[config.mk]
export PLATFORM = sky130hd
export DESIGN_NAME = alu_arbiter
export DESIGN_NICKNAME = d
export VERILOG_FILES = /design/src/rtl/alu_arbiter.sv
export SDC_FILE = /design/constraint.sdc
export NUM_CORES = 1
export LEC_CHECK = 0
export ABC_CLOCK_PERIOD_IN_PS = 7600
export CAP_MARGIN = 30
export CORE_ASPECT_RATIO = 0.75
export CORE_UTILIZATION = 38
export CTS_CLUSTER_SIZE = 30
export DETAILED_ROUTE_END_ITERATION = 16
export PLACE_DENSITY_LB_ADDON = 0.12
export SLEW_MARGIN = 20
export SYNTH_ARGS = -nofsm -noshare
export SYNTH_HDL_FRONTEND = slang
export SYNTH_SLANG_ARGS = --single-unit
[constraint.sdc]
create_clock -name clk_i -period 7.6 [get_ports clk_i]
set_input_delay 1.52 -clock clk_i [delete_from_list [all_inputs] [get_ports clk_i]]
set_output_delay 1.52 -clock clk_i [all_outputs]
set_load 0.02 [all_outputs]
[src/rtl/alu_arbiter.sv]
`default_nettype none
// ============================================================================
//  Module      : alu_arbiter
//  Description : Shares one 8-bit ALU between two requesters. Arbitrates,
//                latches the winner's operands for EXEC_CYCLES cycles, then
//                returns the result on one response channel tagged with the
//                requester id.
//  Revision    : 1.0 - initial release
// ============================================================================
module alu_arbiter #(
    parameter int ARB_MODE    = 0,   // 0 = round-robin, 1 = req0 always wins
    parameter int EXEC_CYCLES = 1    // 1..15
) (
    input  logic       clk_i,
    input  logic       rst_ni,
    input  logic       req0_valid_i,
    output logic       req0_ready_o,
    input  logic [7:0] req0_a_i,
    input  logic [7:0] req0_b_i,
    input  logic [2:0] req0_op_i,
    input  logic       req1_valid_i,
    output logic       req1_ready_o,
    input  logic [7:0] req1_a_i,
    input  logic [7:0] req1_b_i,
    input  logic [2:0] req1_op_i,
    output logic       rsp_valid_o,
    input  logic       rsp_ready_i,
    output logic [7:0] rsp_res_o,
    output logic       rsp_id_o,
    output logic       busy_o
);

    localparam logic [3:0] CNT_LOAD = 4'(EXEC_CYCLES - 1);

    typedef enum logic [1:0] {
        IDLE = 2'd0,
        EXEC = 2'd1,
        RESP = 2'd2
    } state_t;

    state_t     state;
    state_t     state_next;
    logic [7:0] op_a;
    logic [7:0] op_b;
    logic [2:0] op_code;
    logic       op_id;
    logic       last_ptr;
    logic [3:0] cnt;
    logic       grant0;
    logic       grant1;
    logic       accept;
    logic [7:0] alu_res;

    // Arbitration: req0 wins when alone, in fixed-priority mode, or when req1 was served last.
    always_comb begin
        grant0 = req0_valid_i && (!req1_valid_i || (ARB_MODE == 1) || last_ptr);
        grant1 = req1_valid_i && !grant0;
    end

    // Ready is only offered in IDLE and never while reset is asserted.
    always_comb begin
        req0_ready_o = grant0 && (state == IDLE) && rst_ni;
        req1_ready_o = grant1 && (state == IDLE) && rst_ni;
        accept       = req0_ready_o || req1_ready_o;
    end

    // Shared ALU, fed only from the latched operand registers.
    always_comb begin
        alu_res = 8'h00;
        case (op_code)
            3'b000:  alu_res = op_a + op_b;
            3'b001:  alu_res = op_a - op_b;
            3'b010:  alu_res = op_a & op_b;
            3'b011:  alu_res = op_a | op_b;
            3'b100:  alu_res = op_a ^ op_b;
            3'b101:  alu_res = op_a << op_b;   // shift >= 8 naturally yields 0
            3'b110:  alu_res = op_a >> op_b;
            default: alu_res = 8'h00;
        endcase
    end

    // Next-state logic for the IDLE -> EXEC -> RESP cycle.
    always_comb begin
        state_next = state;
        case (state)
            IDLE:    if (accept) state_next = EXEC;
            EXEC:    if (cnt == 4'd0) state_next = RESP;
            RESP:    if (rsp_ready_i) state_next = IDLE;
            default: state_next = IDLE;
        endcase
    end

    // State register.
    always_ff @(posedge clk_i) begin
        if (!rst_ni) begin
            state <= IDLE;
        end else begin
            state <= state_next;
        end
    end

    // Operand latch, execution counter, response registers and busy flag.
    always_ff @(posedge clk_i) begin
        if (!rst_ni) begin
            op_a        <= 8'h00;
            op_b        <= 8'h00;
            op_code     <= 3'b000;
            op_id       <= 1'b0;
            last_ptr    <= 1'b1;
            cnt         <= 4'd0;
            rsp_valid_o <= 1'b0;
            rsp_res_o   <= 8'h00;
            rsp_id_o    <= 1'b0;
            busy_o      <= 1'b0;
        end else begin
            busy_o <= (state_next != IDLE);
            case (state)
                IDLE: begin
                    if (accept) begin
                        op_a     <= req1_ready_o ? req1_a_i  : req0_a_i;
                        op_b     <= req1_ready_o ? req1_b_i  : req0_b_i;
                        op_code  <= req1_ready_o ? req1_op_i : req0_op_i;
                        op_id    <= req1_ready_o;
                        last_ptr <= req1_ready_o;
                        cnt      <= CNT_LOAD;
                    end
                end
                EXEC: begin
                    if (cnt != 4'd0) begin
                        cnt <= cnt - 4'd1;
                    end else begin
                        rsp_res_o   <= alu_res;
                        rsp_id_o    <= op_id;
                        rsp_valid_o <= 1'b1;
                    end
                end
                RESP: begin
                    if (rsp_ready_i) rsp_valid_o <= 1'b0;
                end
                default: ;
            endcase
        end
    end

endmodule
`default_nettype wire
==> reports/qor.yml <==
routed_wl_um: 8300
synthArstFlopShare: 0
core-area_um2: 7530
final-max-slew-violation-count: 0
vias_per_cell: 5.48
setup_viol: 0
grt_max_degree: 24
track_usage: 0.207
worst_pin_slew_ns: 0.697
maxCapViolations: 0
dieWidth_um: 105
avgSynthCellArea_um2: 8.38
synth_edf_count: 0
timing.final.ws_setup_ns: 2.36
ys_types: 58
portBuffers: 55
cpMaxStageDelayCell: "clkdlybuf4s50_1"
slowest_delay_ns: 0.75
finalNonFillerCells: 509
rsz0062_at_grt: "false"
synth.most_common_cell: "dfxtp_1"
drt_iter0_drc: 208
io_pins: 56
power.internal_mw: 0.412
outcome: "completed"
cp-start-kind: "input pin"
path_delay_family: "buffers and inverters"
crit_arrival_ns: 3.72
fin_crit_ns: 5.24
postCtsSetupBuffers: 0
synth_top_area_cell: "dfxtp_1"
tns_ns: 0
grt_pass1_vias: 2499
cp.depth: 5
via_count: 2787
required_ns: 6.08
area_delta_synth_final_pct: 23.5
ir_drop_mv: 0.0764
routedWlPerCell_um: 16.3
syn_inst: 361
synthesis.nets: 431
hold_viol: 0
reg2regPathDepth: 10
ys_ff_latch: 38
fillers: 729
nets: 477
gr-usage-met2: 0.314
cts-root-buf: "clkbuf_8"
synth_warnings: 0
fmax_mhz: 191
drc_errors: 0
grt_pass1_wl_um: 13200
post-route-period-util: 0.690
p_sw_frac: 0.358
grt_antenna_before_repair: 0
h-tree-depth: 2
worstPathMaxFanout: 23
p_leak_nw: 1.33
dp_hpwl_um: 6240
p_switching_mw: 0.230
crit_chain: "clkdlybuf4s50_1 > buf_4 > and4_1 > buf_4 > clkdlybuf4s50_1"
place_inst: 500
grt-ovfl-total: 0
cts_buffers: 5
hp-class: "flip-flop to flip-flop"
pwr-share-clk: 0.229
path_clk_slew_ns: 0.07
synth.cell_area_um2: 3020
worstSetupPathType: "input pin to output port"
yosysSeqAreaShare: 0.252
die_area_um2: 8320
r2r_slack_ns: 4.45
crit_buf_inv: 4
ant_nets: 0
initial_core_util: 0.401
pre_cts_slack_ns: 2.37
hold_depth: 2
netlist_top_cells_area: "dfxtp_1, ha_1, a22oi_1"
netlist_top_cells_count: "dfxtp_1, nand2_1, a22oi_1"
ys.flop_type: "dfxtp_1"
row_count: 27
clockBufferDepth: 2
seqPwrFrac: 0.380
drtPass1Iterations: 4
netlist.area_leader.share: 0.252
cts.repair.resized: 0
end_kind: "output port"
drive_gt1_frac: 0.0784
grt_util_met1: 0.290
comb_power_share: 0.392
clock-sinks: 38
num_antenna_cells: 0
clk_latency_ns: 0.29
cts_tree: "done"
grt_use_met3: 0.0567
die_h_um: 79.3
relSlewSlack: 0.534
cts.hold.buffers_added: 0
top_usage_layer: "met2"
p_per_area_nw_per_um2: 172
place.gp.congestion: 0.870
finClkSkew_ns: 0.00832
## cell type report
class / count / area, µm² / share of cell area
clock buffer: 6 / 82.6 / 0.0221
clock inverter: 2 / 12.5 / 0.00335
inverter: 22 / 82.6 / 0.0221
multi-input combinational: 278 / 2070 / 0.554
sequential: 38 / 761 / 0.204
tap: 101 / 126 / 0.0338
timing repair buffer: 62 / 601 / 0.161
## cells in the final DEF (no fill, tap or decap), types with 2 or more instances in the layout
master / count
nor2_2: 2
buf_4: 6
o21ai_0: 5
clkdlybuf4s50_1: 55
nor2_1: 24
a211oi_1: 6
xor2_1: 4
mux4_2: 6
a31oi_1: 6
o21a_1: 5
inv_1: 21
a21boi_1: 4
ha_1: 26
a21oi_1: 11
xnor2_1: 10
mux2i_1: 12
a21o_1: 2
o22ai_1: 7
nand2_1: 35
a31o_2: 2
clkbuf_8: 6
nor3_1: 6
dfxtp_1: 38
a21boi_0: 16
a22oi_1: 30
nor2b_1: 9
nand3_1: 11
nor4_1: 2
o21ai_1: 8
nand3b_1: 3
## logic make-up after synthesis
kind of cell | share of synthesized area
compound gates | 0.271
simple gates | 0.175
buf+inv | 0.0637
xor+xnor | 0.0405
fa+ha+maj | 0.114
flops | 0.252
mux | 0.0844
## routing by layer
layer	share of wire	vias up	wire length, µm
li1	-	1407	-
met1	0.52	1292	4330
met5	0	-	0
met4	0.0037	0	31
met3	0.059	2	491
met2	0.42	86	3450
## through the flow
stage	util	total power [mW]	cell area, µm²	hold slack (ns)
after floorplan	-	0.418	3020	0.461
after global placement	0.483	0.496	3640	0.435
after detailed placement	0.483	0.497	3640	0.441
after global routing	0.496	0.688	3740	0.464
after CTS	0.495	0.646	3730	0.452
final	0.496	0.642	3740	0.447
## flip-flops by register name, summed over array words and instances, names as in the netlist
register	flops
busy_o	1
op_a	8
rsp_res_o	8
cnt	4
op_id	1
last_ptr	1
op_code	3
rsp_id_o	1
op_b	8
rsp_valid_o	1
state	2
## power by group through the flow
stage,Sequential [mW],Combinational [mW],Clock (mW)
after floorplan,0.241,0.177,0
after global placement,0.247,0.248,0
after detailed placement,0.248,0.249,0
after CTS,0.243,0.250,0.153
after global routing,0.246,0.280,0.161
final,0.244,0.252,0.147
## worst paths after layout
path / start / to
setup / recovery: rst_ni / req1_ready_o
hold reg to reg: rsp_res_o[4]$_SDFFE_PN0P_ / rsp_res_o[4]$_SDFFE_PN0P_
hold / removal: rsp_res_o[4]$_SDFFE_PN0P_ / rsp_res_o[4]$_SDFFE_PN0P_
setup reg to reg: op_code[0]$_SDFFE_PN0P_ / rsp_res_o[6]$_SDFFE_PN0P_
## worst register-to-register path, cell delays in order, from the launching register on
cell,delay (ns)
dfxtp_1,0.74
nand2b_4,0.13
nor2_1,0.39
mux2i_1,0.23
fa_1,0.48
a211oi_1,0.31
o21bai_1,0.12
a21oi_1,0.19
xor2_1,0.16
nor2_1,0.06
a211o_1,0.22
Note: power is estimated with default switching activity, not from simulation.
